==> src/rtl/mole_pkg.sv <==
// Shared definitions for the whack-a-mole LED command path.
package mole_pkg;

    localparam int unsigned CMD_W            = 32;
    localparam int unsigned LED_IDX_LSB      = 0;
    localparam int unsigned LED_IDX_MSB      = 1;
    localparam int unsigned OP_BIT           = 2;
    localparam int unsigned DUR_LSB          = 8;
    localparam int unsigned DUR_W            = CMD_W - DUR_LSB;
    localparam int unsigned IDX_W            = LED_IDX_MSB - LED_IDX_LSB + 1;
    localparam int unsigned RSVD_W           = DUR_LSB - OP_BIT - 1;
    localparam int unsigned DEFAULT_NUM_LEDS = 4;
    localparam logic [4:0]  DEFAULT_CMD_REG  = 5'd29;

    // Command mailbox word as written by the processor.
    typedef struct packed {
        logic [DUR_W-1:0]  dur;
        logic [RSVD_W-1:0] rsvd;
        logic              op;
        logic [IDX_W-1:0]  idx;
    } cmd_t;

    function automatic cmd_t to_cmd(input logic [CMD_W-1:0] word);
        return cmd_t'(word);
    endfunction

endpackage

==> src/rtl/cmd_fifo.sv <==
// Synchronous show-ahead FIFO; DEPTH must be a power of two, at least 2.
module cmd_fifo #(
    parameter int unsigned WIDTH = 32,
    parameter int unsigned DEPTH = 4
) (
    input  logic                     clk,
    input  logic                     rst_n,
    input  logic                     push,
    input  logic [WIDTH-1:0]         wdata,
    input  logic                     pop,
    output logic [WIDTH-1:0]         rdata_c,
    output logic                     full_c,
    output logic                     empty_c,
    output logic [$clog2(DEPTH):0]   level
);

    localparam int unsigned AW = $clog2(DEPTH);
    localparam int unsigned LW = $clog2(DEPTH) + 1;

    logic [WIDTH-1:0] mem_q [DEPTH];
    logic [AW-1:0]    wptr_q;
    logic [AW-1:0]    rptr_q;
    logic             do_push;
    logic             do_pop;

    assign full_c  = (level == LW'(DEPTH));
    assign empty_c = (level == '0);
    assign do_pop  = pop & ~empty_c;
    // A pop in the same cycle frees the slot a full-FIFO push needs.
    assign do_push = push & (~full_c | do_pop);
    assign rdata_c = mem_q[rptr_q];

    // Storage array; contents are don't-care until written.
    always_ff @(posedge clk) begin
        if (do_push) begin
            mem_q[wptr_q] <= wdata;
        end
    end

    // Pointers and occupancy.
    always_ff @(posedge clk or negedge rst_n) begin
        if (!rst_n) begin
            wptr_q <= '0;
            rptr_q <= '0;
            level  <= '0;
        end else begin
            if (do_push) begin
                wptr_q <= wptr_q + AW'(1);
            end
            if (do_pop) begin
                rptr_q <= rptr_q + AW'(1);
            end
            case ({do_push, do_pop})
                2'b10:   level <= level + LW'(1);
                2'b01:   level <= level - LW'(1);
                default: level <= level;
            endcase
        end
    end

endmodule

==> src/rtl/mole_cmd_sink.sv <==
// Captures regfile writes to the LED mailbox and drives mole LEDs with timeouts.
module mole_cmd_sink
    import mole_pkg::*;
#(
    parameter logic [4:0]  CMD_REG  = DEFAULT_CMD_REG,
    parameter int unsigned NUM_LEDS = DEFAULT_NUM_LEDS,
    parameter int unsigned DEPTH    = 4,
    parameter int unsigned TICK_DIV = 25000
) (
    input  logic                   clk,
    input  logic                   reset,
    input  logic                   rwe,
    input  logic [4:0]             rd,
    input  logic [31:0]            rdata,
    input  logic [NUM_LEDS-1:0]    btn_n,
    output logic [NUM_LEDS-1:0]    led_o,
    output logic [NUM_LEDS-1:0]    hit_o,
    output logic [NUM_LEDS-1:0]    miss_o,
    output logic                   overflow_o,
    output logic [$clog2(DEPTH):0] level_o
);

    localparam int unsigned TICK_W = (TICK_DIV > 1) ? $clog2(TICK_DIV) : 1;

    logic [TICK_W-1:0] presc_q;
    logic              tick;
    logic              push_req;
    logic              pop;
    logic [31:0]       fifo_rdata;
    logic              fifo_full;
    logic              fifo_empty;
    cmd_t              cmd;
    logic              cmd_valid;
    logic [RSVD_W-1:0] unused_rsvd;

    assign tick      = (presc_q == TICK_W'(TICK_DIV - 1));
    // r0 is hard-wired zero on the processor, so writes to it never count.
    assign push_req  = rwe && (rd == CMD_REG) && (rd != 5'd0);
    assign pop       = tick & ~fifo_empty;
    assign cmd       = to_cmd(fifo_rdata);
    assign cmd_valid = pop && (32'(cmd.idx) < NUM_LEDS);
    assign unused_rsvd = cmd.rsvd;

    // Free-running tick prescaler.
    always_ff @(posedge clk or negedge reset) begin
        if (!reset) begin
            presc_q <= '0;
        end else if (tick) begin
            presc_q <= '0;
        end else begin
            presc_q <= presc_q + TICK_W'(1);
        end
    end

    // Sticky drop flag: push against a full FIFO with no pop to make room.
    always_ff @(posedge clk or negedge reset) begin
        if (!reset) begin
            overflow_o <= 1'b0;
        end else if (push_req && fifo_full && !pop) begin
            overflow_o <= 1'b1;
        end
    end

    cmd_fifo #(
        .WIDTH (32),
        .DEPTH (DEPTH)
    ) u_fifo (
        .clk     (clk),
        .rst_n   (reset),
        .push    (push_req),
        .wdata   (rdata),
        .pop     (pop),
        .rdata_c (fifo_rdata),
        .full_c  (fifo_full),
        .empty_c (fifo_empty),
        .level   (level_o)
    );

    for (genvar i = 0; i < NUM_LEDS; i++) begin : g_led
        logic [1:0]       sync_q;
        logic             prev_q;
        logic             fall;
        logic             sel;
        logic             hit;
        logic             expire;
        logic             lit_q;
        logic             hit_q;
        logic             miss_q;
        logic [DUR_W-1:0] timer_q;
        logic             lit_d;
        logic             hit_d;
        logic             miss_d;
        logic [DUR_W-1:0] timer_d;

        assign fall   = prev_q & ~sync_q[1];
        assign sel    = cmd_valid && (32'(cmd.idx) == i);
        assign hit    = fall & lit_q;
        assign expire = tick & lit_q & (timer_q == DUR_W'(1));

        // Button synchronizer plus previous-value flop for falling-edge detect.
        always_ff @(posedge clk or negedge reset) begin
            if (!reset) begin
                sync_q <= 2'b11;
                prev_q <= 1'b1;
            end else begin
                sync_q <= {sync_q[0], btn_n[i]};
                prev_q <= sync_q[1];
            end
        end

        // Next LED state: command wins the state, hit beats expiry.
        always_comb begin
            lit_d   = lit_q;
            timer_d = timer_q;
            hit_d   = 1'b0;
            miss_d  = 1'b0;
            if (sel) begin
                lit_d   = cmd.op;
                timer_d = cmd.op ? cmd.dur : '0;
                hit_d   = hit;
            end else if (hit) begin
                lit_d   = 1'b0;
                timer_d = '0;
                hit_d   = 1'b1;
            end else if (expire) begin
                lit_d   = 1'b0;
                timer_d = '0;
                miss_d  = 1'b1;
            end else if (tick && lit_q && (timer_q != '0)) begin
                timer_d = timer_q - DUR_W'(1);
            end
        end

        // LED, timer and pulse registers.
        always_ff @(posedge clk or negedge reset) begin
            if (!reset) begin
                lit_q   <= 1'b0;
                timer_q <= '0;
                hit_q   <= 1'b0;
                miss_q  <= 1'b0;
            end else begin
                lit_q   <= lit_d;
                timer_q <= timer_d;
                hit_q   <= hit_d;
                miss_q  <= miss_d;
            end
        end

        assign led_o[i]  = lit_q;
        assign hit_o[i]  = hit_q;
        assign miss_o[i] = miss_q;
    end

endmodule

==> config.mk <==
export PLATFORM = sky130hd
export DESIGN_NAME = mole_cmd_sink
export DESIGN_NICKNAME = d
export VERILOG_FILES = /design/src/rtl/mole_pkg.sv /design/src/rtl/cmd_fifo.sv /design/src/rtl/mole_cmd_sink.sv
export SDC_FILE = /design/constraint.sdc
export NUM_CORES = 1
export LEC_CHECK = 0
export ABC_CLOCK_PERIOD_IN_PS = 8600
export BUFFER_PORTS_ARGS = -buffer_cell sky130_fd_sc_hd__buf_2
export CAP_MARGIN = 25
export CORE_AREA = 3 3 151 153
export CTS_CLUSTER_SIZE = 40
export DETAILED_ROUTE_END_ITERATION = 16
export DIE_AREA = 0 0 154 156
export PLACE_DENSITY = 0.78
export SLEW_MARGIN = 20
export SYNTH_ARGS = -nofsm -noshare
export SYNTH_HDL_FRONTEND = slang
export SYNTH_SLANG_ARGS = --single-unit
==> constraint.sdc <==
create_clock -name clk -period 8.6 [get_ports clk]
set_input_delay 1.72 -clock clk [delete_from_list [all_inputs] [get_ports clk]]
set_output_delay 1.72 -clock clk [all_outputs]
set_load 0.01 [all_outputs]
---- Word level (Yosys, flattened, before mapping) ----
Memories as Yosys holds them, arrays and structs flattened.
Cells that the tools add are included.
word-level totals
  register bits ........................... 143
  bits in latches ......................... 0
  bits in writable memories ............... 128
  ROM bits ................................ 0
  bits of input ports ..................... 44
  output and inout bits ................... 16
  logic and storage cells ................. 163
  memories ................................ 1
operators by class
  $add $sub $neg .......................... 9
  multipliers ............................. 0
  div/mod/pow operators ................... 0
  magnitude comparators ................... 0
  equality and inequality tests ........... 12
  shift-type cells ........................ 0
  multiplexer cells ....................... 53
  bitwise logic cells ..................... 26
  reductions and logical operators ........ 33
memory list
  memory        words  bits a word  read ports  clocked after memory_dff  wr ports  RTL line        text
  u_fifo.mem_q  4      32           1           0                         1         cmd_fifo.sv:20  logic [WIDTH-1:0] mem_q [DEPTH];
operators by type and width
  kind                   count
  $mux 24                17
  $eq 24x1->1 const B    4
  $reduce_bool 24->1     4
  $sub 24x1->24 const B  4
  $mux 1                 34
  $and 1x1->1            19
  $logic_and 1x1->1      16
  $reduce_bool 4->1      4
  $add 15x1->15 const B  1
  $eq 15x15->1 const B   1
  $mux 15                1
  $reduce_bool 3->1      4
  $eq 2x2->1 const B     3
  $not 1->1              6
  $pmux 3 s2             1
  $eq 5x5->1 const B     1
  $reduce_bool 5->1      1
  $add 2x1->2 const B    2
  $eq 2x1->1 const B     2
  $add 3x1->3 const B    1
  $eq 3x3->1 const B     1
  $logic_not 3->1        1
  $sub 3x1->3 const B    1
  $logic_not 2->1        1
  other kinds (3)        3

---- Longest topological paths before layout ----
Gate-level depths: netlist of run 1.
  depth after elaboration ................. 8
  mapped depth ............................ 11
  mapped depth without buffers ............ 9

---- Cells and area by module ----
A second synthesis of run 1 with hierarchy kept.
second synthesis, totals
  cells, all modules ...................... 1206
  area, all modules ....................... 13586.8 um2
modules (own cells, without submodules)
  module         times used  cells an instance  area an instance (um2)  seq. area each (um2)
  mole_cmd_sink  1           1000               8540.7                  3418.3
  cmd_fifo       1           206                5046.1                  4018.9

---- Least setup slack after synthesis of run 1 ----
No wires, ideal clock.
  kind .................................... input-to-reg
  start ................................... in rwe
  end ..................................... mem u_fifo.mem_q[0][0], enable pin
  setup time .............................. 386 ps
  data arrival time ....................... 3365 ps
  data required time ...................... 8214 ps
  setup slack ............................. 4848 ps
  cell stages on the path ................. 5
  buffers on the path ..................... 0
  path through ............................ nand4_1 nor3b_1 inv_1 a31oi_1 and2_1
between the ends
  longest elaborated chain between the ends .. 5
ends and longest elaborated chain
  what                            RTL line             text
  start: declaration              mole_cmd_sink.sv:12  input logic rwe,
  $logic_and 1x1->1 (2 in a row)  mole_cmd_sink.sv:38  assign push_req = rwe && (rd == CMD_REG) && (rd != 5'd0);
  $and 1x1->1                     cmd_fifo.sv:30       assign do_push = push & (~full_c | do_pop);
  $mux 1                          cmd_fifo.sv:35       if (do_push) begin
  $mux 1 (not written as such)    cmd_fifo.sv:36       mem_q[wptr_q] <= wdata;
  end: declaration                cmd_fifo.sv:20
Every way passes these cells.

---- Worst setup path after layout of run 1 ----
  start ................................... reg u_fifo.rptr_q[0]
  end ..................................... reg g_led[0].timer_q[10]
between the ends
  longest elaborated chain between the ends .. 4
  elaborated cells between the ends (all ways) .. 6
  classes of those cells .................. mux: 2; reduce/logical: 3; memory: 1
ends and longest elaborated chain
  what                                                           RTL line              text
  start: declaration                                             cmd_fifo.sv:22        logic [AW-1:0] rptr_q;
  start signal: assignment                                       cmd_fifo.sv:51        rptr_q <= rptr_q + AW'(1);
  $mem_v2 4x32 *                                                 -
  $logic_not 2->1                                                mole_cmd_sink.sv:96   assign sel = cmd_valid && (32'(cmd.idx) == i);
  $logic_and 1x1->1                                              mole_cmd_sink.sv:96
  $reduce_bool 4->1 (no line) / $mux 24 (equally long branches)  -
  end signal: assignment                                         mole_cmd_sink.sv:143  timer_q <= timer_d;
  end: declaration                                               mole_cmd_sink.sv:89   logic [DUR_W-1:0] timer_q;
Every way passes the cells marked *; elsewhere a longest branch is shown, timed or not.
A chain may end at the register's enable or synchronous reset.

==> metrics, run 1 <==
Via density 6.677; WP data arrival 4.43 ns; CTS Root Cell clkbuf_16; Clock transition at path regs ~0.060 ns; Fin Setup TNS 0 ns; Pwr Total between 2 and 3 mW; Async S/R FF share, synth 0.5697; Mapped Avg Cell Area around 11 µm²; post-DR wirelength/cell approximately 22 µm; CP Max Fanout 20; list of most frequent post-synthesis cells dfrtp_1, nand2_1, edfxtp_1; power share of the clock group 0.489; Final HPWL DP approximately 22000 µm; critical path type flop to flop; startpoint types flop; FILL cells roughly 1600; Static Leak around 6 nW; slew margin rel. 0.2833; max_cap viols 0; gr usage total 0.2832; hold_buf cts 0; largest net degree at the start of global routing 75; CTS buffer count 28; synth unique cells 79; core box area 21690 µm²; Die Span X between 150 and 200 µm; first-pass GRT wire length about 55000 µm; Seq. cell area 6838 µm²; post-layout minimum cycle time around 3.9 ns; Die ar. 24020 µm²; switching share of power 0.2083; Yosys reg bits about 250; Post-Synthesis Cells about 1200; EDFF count, synth between 100 and 150; DR DRC count 0; Total Nets Final around 1300; Die Y 156 µm; Main synth FF type dfrtp_1; GRT Residual Overflow 0; initial drt markers just over 1000; Max Clock Skew roughly 0.019 ns; Pint 2.128 mW; sequential-to-total area share from yosys stat 0.5282; H-Tree Depth 1; area leader, netlist dfrtp_1; pwr/cell area roughly 190 nW/µm²; unrepaired setup endpoints after global routing no; crit end category flop; vias in the first global route just over 10000; area grow syn2layout 11.48%; worst slew pin tran roughly 1.1 ns; Synthesized Nets 1267; top-count cell post-synth dfrtp_1; Multi-input gate area 5665 µm²; clk_lat worst skew 0.56 ns; Rows 54; fraction of layout cells with a size suffix above 1 0.1527; FMAX 253.8 MHz; Initial Utilization 0.5968; final setup vio count 0; drt first pass iters 6; Final ANT Viol Nets 0; io pins 60; Final period util 0.4581; share of power burned in registers 0.480; Via Count 10316; Worst IR Drop VDD ~0.00022 V; I/O Buffers 54; postcts setup bufs 0; CTS sink cnt ~250; Slew Limit Fails 0; NetSw approximately 0.56 mW; post-synth top area share 0.2533; routability cong. around 0.96; Logic pwr share 0.030; synth warn 0; Worst EP required roughly 9 ns; Final Hold Viols 0; clock buffer depth 3; outcome complete, no violations; Synth Cell Area 12940 µm²; Total Wirelength roughly 34000 µm; initial antenna violation count 0; cts repair resizes 0; Hold Crit Class flop to flop; Area contributors post-synth dfrtp_1, edfxtp_1, mux4_2; CTS tree yes
==> logic make-up (layout without fill, tap and decap cells) <==
kind of cell / count (synthesis) / count (layout) / share of synthesized area
and+or+nand+nor: 475 / 475 / 0.1928
AOI/OAI and AO/OA: 316 / 316 / 0.1663
DFF: 251 / 251 / 0.5282
buffers and inverters: 99 / 158 / 0.03548
muxes: 29 / 29 / 0.04775
adders and majority gates: 18 / 18 / 0.01798
xor gates and xnor gates: 17 / 17 / 0.01150
other: 0 / 1 / 0
==> per-layer routing <==
layer	part of all wire	GRT usage	vias up
li1	-	-	4657
met1	0.41	0.3916	5042
met2	0.46	0.4395	499
met3	0.085	0.04910	118
met4	0.049	0.1379	0
met5	0	0	-
==> layout by cell type (no fill, tap or decap), drive strengths merged, types with 34 or more instances in the layout <==
cell and n:
a21oi 85, clkbuf 41, inv 34, nand2 119
o21ai 50, edfxtp 108, nor2 81, buf 72
nand3 52, dfrtp 131, nor3 53
==> registers in the layout, indices dropped and copies added, names as in the netlist <==
signal	flops
u_fifo.rptr_q	2
g_led.sync_q	8
g_led.lit_q	4
u_fifo.wptr_q	2
g_led.prev_q	4
presc_q	15
u_fifo.level	3
g_led.miss_q	4
g_led.hit_q	4
g_led.timer_q	96
u_fifo.mem_q	108
overflow_o	1
==> per-stage QoR <==
stage / instance area, µm² / setup slack [ns] / cells / utilization / hold WS, ns
2_1_floorplan: 12940 / 4.848 / 1205 / - / 0.3452
3_3_place_gp: 13390 / 4.745 / 1491 / 0.6172 / 0.3464
3_5_place_dp: 13390 / 4.712 / 1491 / 0.6172 / 0.3472
4_1_cts: 14420 / 4.673 / 1543 / 0.6650 / 0.3556
5_1_grt: 14430 / 4.351 / 1544 / 0.6652 / 0.3568
6_report: 14430 / 4.660 / 1545 / 0.6653 / 0.3551
==> power groups by stage <==
stage	Sequential [mW]	Clock, mW	Combinational [mW]
finish	1.29	1.31	0.0814
floorplan	1.31	0	0.0290
global route	1.29	1.38	0.0934
global placement	1.31	0	0.0763
detailed placement	1.31	0	0.0811
CTS	1.29	1.33	0.0832
==> worst paths after layout <==
path                       cells past startpoint  slack, ns                          from                               end
min in group asynchronous                      1       1.20                         reset              presc_q[4]$_DFF_PN0_
hold / removal                                 0       0.36  g_led[0].sync_q[0]$_DFF_PN1_      g_led[0].sync_q[1]$_DFF_PN1_
max in group asynchronous                      2       6.04                         reset   g_led[2].timer_q[1]$_DFFE_PN0P_
setup / recovery                               7       4.66  u_fifo.rptr_q[0]$_DFFE_PN0P_  g_led[0].timer_q[10]$_DFFE_PN0P_
setup reg to reg                               7       4.66  u_fifo.rptr_q[0]$_DFFE_PN0P_  g_led[0].timer_q[10]$_DFFE_PN0P_
hold reg to reg                                0       0.36  g_led[0].sync_q[0]$_DFF_PN1_      g_led[0].sync_q[1]$_DFF_PN1_
==> layout make-up <==
cell class | count | area share
clock buffer | 41 | 0.05541
inverter | 34 | 0.008844
multi-input combinational | 855 | 0.3926
timing repair buffer | 72 | 0.02835
antenna | 1 | 0.0001734
sequential | 251 | 0.4739
clock inverter | 11 | 0.01647
tap | 280 | 0.02428
==> critical path, stage by stage, from the launching register on <==
cell and delay, ns:
dfrtp_2 0.65, buf_4 0.40, mux4_2 0.67, inv_1 0.21, nand4_1 0.60, nand3_1 0.99
o21a_1 0.22, o22a_1 0.12
No activity file was read; power rests on OpenSTA's default activity.
==> inputs of run 2 (changes only) <==
ABC_CLOCK_PERIOD_IN_PS = 3300   (was 8600)
CORE_AREA = 3 3 157 159   (was 3 3 151 153)
DIE_AREA = 0 0 160 162   (was 0 0 154 156)
PLACE_DENSITY = 0.75   (was 0.78)
clock period = 3.3 ns   (was 8.6 ns; I/O delays follow)
==> run 2 against run 1 <==
Against the previous run:
- register-to-register slack worse by 4.2 ns
- flip-flop and latch count stayed put
- wire length is 1.1% lower
- sequential power grew to 2.6 times the previous value
- core utilization is 4.2 points lower
- largest power group is now registers
- hold slack worse by 0.24 ns
- critical path depth is 1 lower
- clock power is 140% higher
- maximum frequency is 38% higher
- final cell count is 4.0% higher
- sequential share of layout area is 0.51 points lower
==> metrics, run 2 (synthesis results as in run 1) <==
Pint 5.321 mW (was 2.128 mW); CTS buffer count 28 (unchanged); worst-case reg-to-reg path depth 6 (was 7); H-Tree Depth 1 (unchanged); largest register by flop count u_fifo.mem_q (unchanged); Slew Limit Fails 0 (unchanged); clock buffer depth 3 (unchanged); pwr/cell area 464.4 nW/µm² (was 186.3 nW/µm²); Crit path buffers/inverters 0 (was 2); hold_buf cts 0 (unchanged); I/O Buffers 54 (unchanged); Worst EP required 3.74 ns (was 9.09 ns); NetSw 1.453 mW (was 0.5599 mW); placement-stage worst setup slack 0.5003 ns (was 4.712 ns); largest net degree at the start of global routing 70 (was 75); drt first pass iters 8 (was 6); Via density 6.395 (was 6.677); postcts setup bufs 0 (unchanged); Logic pwr share 0.031 (was 0.030); FMAX 349.6 MHz (was 253.8 MHz); Hold Crit Class input pin to async pin (was flop to flop); Initial Utilization 0.5531 (was 0.5968); Slowest cell on crit path or4_1 (was nand3_1); routability cong. 0.9600 (was 0.9559); CTS tree yes (unchanged); clk_lat worst skew 0.56 ns (about the same); slew margin rel. 0.4873 (was 0.2833); Static Leak 6.094 nW (was 6.016 nW); DR DRC count 0 (unchanged); Final period util 0.8667 (was 0.4581); area grow syn2layout 12.70% (was 11.48%); Final ANT Viol Nets 0 (unchanged); Cells after DPL 1555 (was 1491); crit path cell chain or4_1 -> nor3_2 -> a311o_1 -> nand3_1 -> o21a_1 -> o22a_1 (was buf_4 -> mux4_2 -> inv_1 -> nand4_1 -> nand3_1 -> o21a_1 -> o22a_1); commonest non-fill, non-tap cell in the layout dfrtp_1 (unchanged); CTS sink cnt 251 (unchanged); Rows 56 (was 54); Total Wirelength 33790 µm (was 34180 µm); GRT Residual Overflow 0 (unchanged); power share of the clock group 0.473 (was 0.489); crit end category flop (unchanged); io pins 60 (unchanged); Pwr Total 6.774 mW (was 2.688 mW); commonest cells after routing, fill and taps aside dfrtp_1, nand2_1, edfxtp_1 (unchanged); startpoint types flop (unchanged); CP Max Fanout 15 (was 20); critical path type flop to flop (unchanged); Fin Setup TNS 0 ns (unchanged); cts repair resizes 0 (unchanged); n_diodes 0 (was 1); final setup vio count 0 (unchanged); switching share of power 0.2144 (was 0.2083); WHS 0.1152 ns (was 0.3551 ns); share of power burned in registers 0.496 (was 0.480); non-filler instance count after layout 1607 (was 1545); initial drt markers 890 (was 1020); post-layout minimum cycle time 2.860 ns (was 3.940 ns); vias in the first global route 9948 (was 10076); Cell Area, Placed 13620 µm² (was 13390 µm²); Final HPWL DP 23320 µm (was 22220 µm); final worst-path setup slack 0.4398 ns (was 4.660 ns); Max stage delay on crit path 0.69 ns (was 0.99 ns); Total Nets Final 1328 (was 1304); Die Y 162 µm (was 156 µm); Layout Utilization 0.6233 (was 0.6653); Die ar. 25920 µm² (was 24020 µm²); R2R setup slack 0.44 ns (was 4.66 ns); max_cap viols 0 (unchanged); Die Span X 160 µm (was 154 µm); Final Instance Area 14590 µm² (was 14430 µm²); unrepaired setup endpoints after global routing no (unchanged); R2R Path Start g_led[3].timer_q[6]$_DFFE_PN0P_ (was u_fifo.rptr_q[0]$_DFFE_PN0P_); first-pass GRT wire length 54480 µm (was 54610 µm); Worst IR Drop VDD 0.0004656 V (was 0.0002221 V); Largest regs u_fifo.mem_q: 108 flops, g_led.timer_q: 96 flops, presc_q: 15 flops (unchanged); Max Clock Skew 0.01713 ns (was 0.01869 ns); WP data arrival 3.30 ns (was 4.43 ns); Via Count 10276 (was 10316); initial antenna violation count 1 (was 0); reg2reg end g_led[3].timer_q[8]$_DFFE_PN0P_ (was g_led[0].timer_q[10]$_DFFE_PN0P_); fraction of layout cells with a size suffix above 1 0.1693 (was 0.1527); Final Hold Viols 0 (unchanged); CP delay by family, top simple AND/OR/NAND/NOR gates (unchanged); outcome complete, no violations (unchanged); Clock transition at path regs 0.06 ns (about the same); Worst path depth 6 (was 7); post-DR wirelength/cell 21.02 µm (was 22.12 µm); core box area 23400 µm² (was 21690 µm²); gr usage total 0.2612 (was 0.2832); max reg flops 108 (unchanged); worst slew pin tran 0.7674 ns (was 1.067 ns); CTS Root Cell clkbuf_16 (unchanged)
-- run 2: power by group through the flow --
stage	Combinational [mW]	Sequential [mW]	Clock, mW
after floorplan	0.0755	3.42	0
after global placement	0.202	3.42	0
after detailed placement	0.212	3.42	0
after CTS	0.214	3.36	3.25
after global routing	0.240	3.37	3.40
final	0.211	3.36	3.20
-- run 2: area by class of cell --
type | count | area, µm²
clock inverter | 15 | 211.5
inverter | 34 | 127.6
sequential | 251 | 6838
tap | 319 | 399.1
fill | 1920 | 8815
timing repair buffer | 96 | 591.8
multi-input combinational | 855 | 5665
clock buffer | 37 | 754.5
-- run 2: worst max-delay path by stage --
| stage | startpoint | endpoint | slack [ns] |
|---|---|---|---|
| after floorplan | presc_q[4]$_DFF_PN0_ | u_fifo.mem_q[0][0]$_DFFE_PP_ | 0.55 |
| after global placement | g_led[3].timer_q[14]$_DFFE_PN0P_ | g_led[3].timer_q[2]$_DFFE_PN0P_ | 0.50 |
| after detailed placement | g_led[3].timer_q[14]$_DFFE_PN0P_ | g_led[3].timer_q[22]$_DFFE_PN0P_ | 0.50 |
| after CTS | g_led[3].timer_q[14]$_DFFE_PN0P_ | g_led[3].timer_q[22]$_DFFE_PN0P_ | 0.48 |
| after global routing | g_led[3].timer_q[14]$_DFFE_PN0P_ | g_led[3].timer_q[2]$_DFFE_PN0P_ | 0.23 |
| final | g_led[3].timer_q[6]$_DFFE_PN0P_ | g_led[3].timer_q[8]$_DFFE_PN0P_ | 0.44 |
-- run 2: worst register-to-register path, stage by stage, from the launching register on --
cell and delay (ns):
dfrtp_1 0.42, or4_1 0.69, nor3_2 0.42, a311o_1 0.25, nand3_1 0.49, o21a_1 0.29
o22a_1 0.18
-- run 2: metal layers --
layer	wire [µm]	vias to the layer above	part of all wire	track usage
met3	2791	99	0.083	0.04693
met1	14330	5008	0.42	0.3656
met2	15350	480	0.45	0.4133
met5	7	-	0.00021	0
li1	-	4687	-	-
met4	1305	2	0.039	0.09586
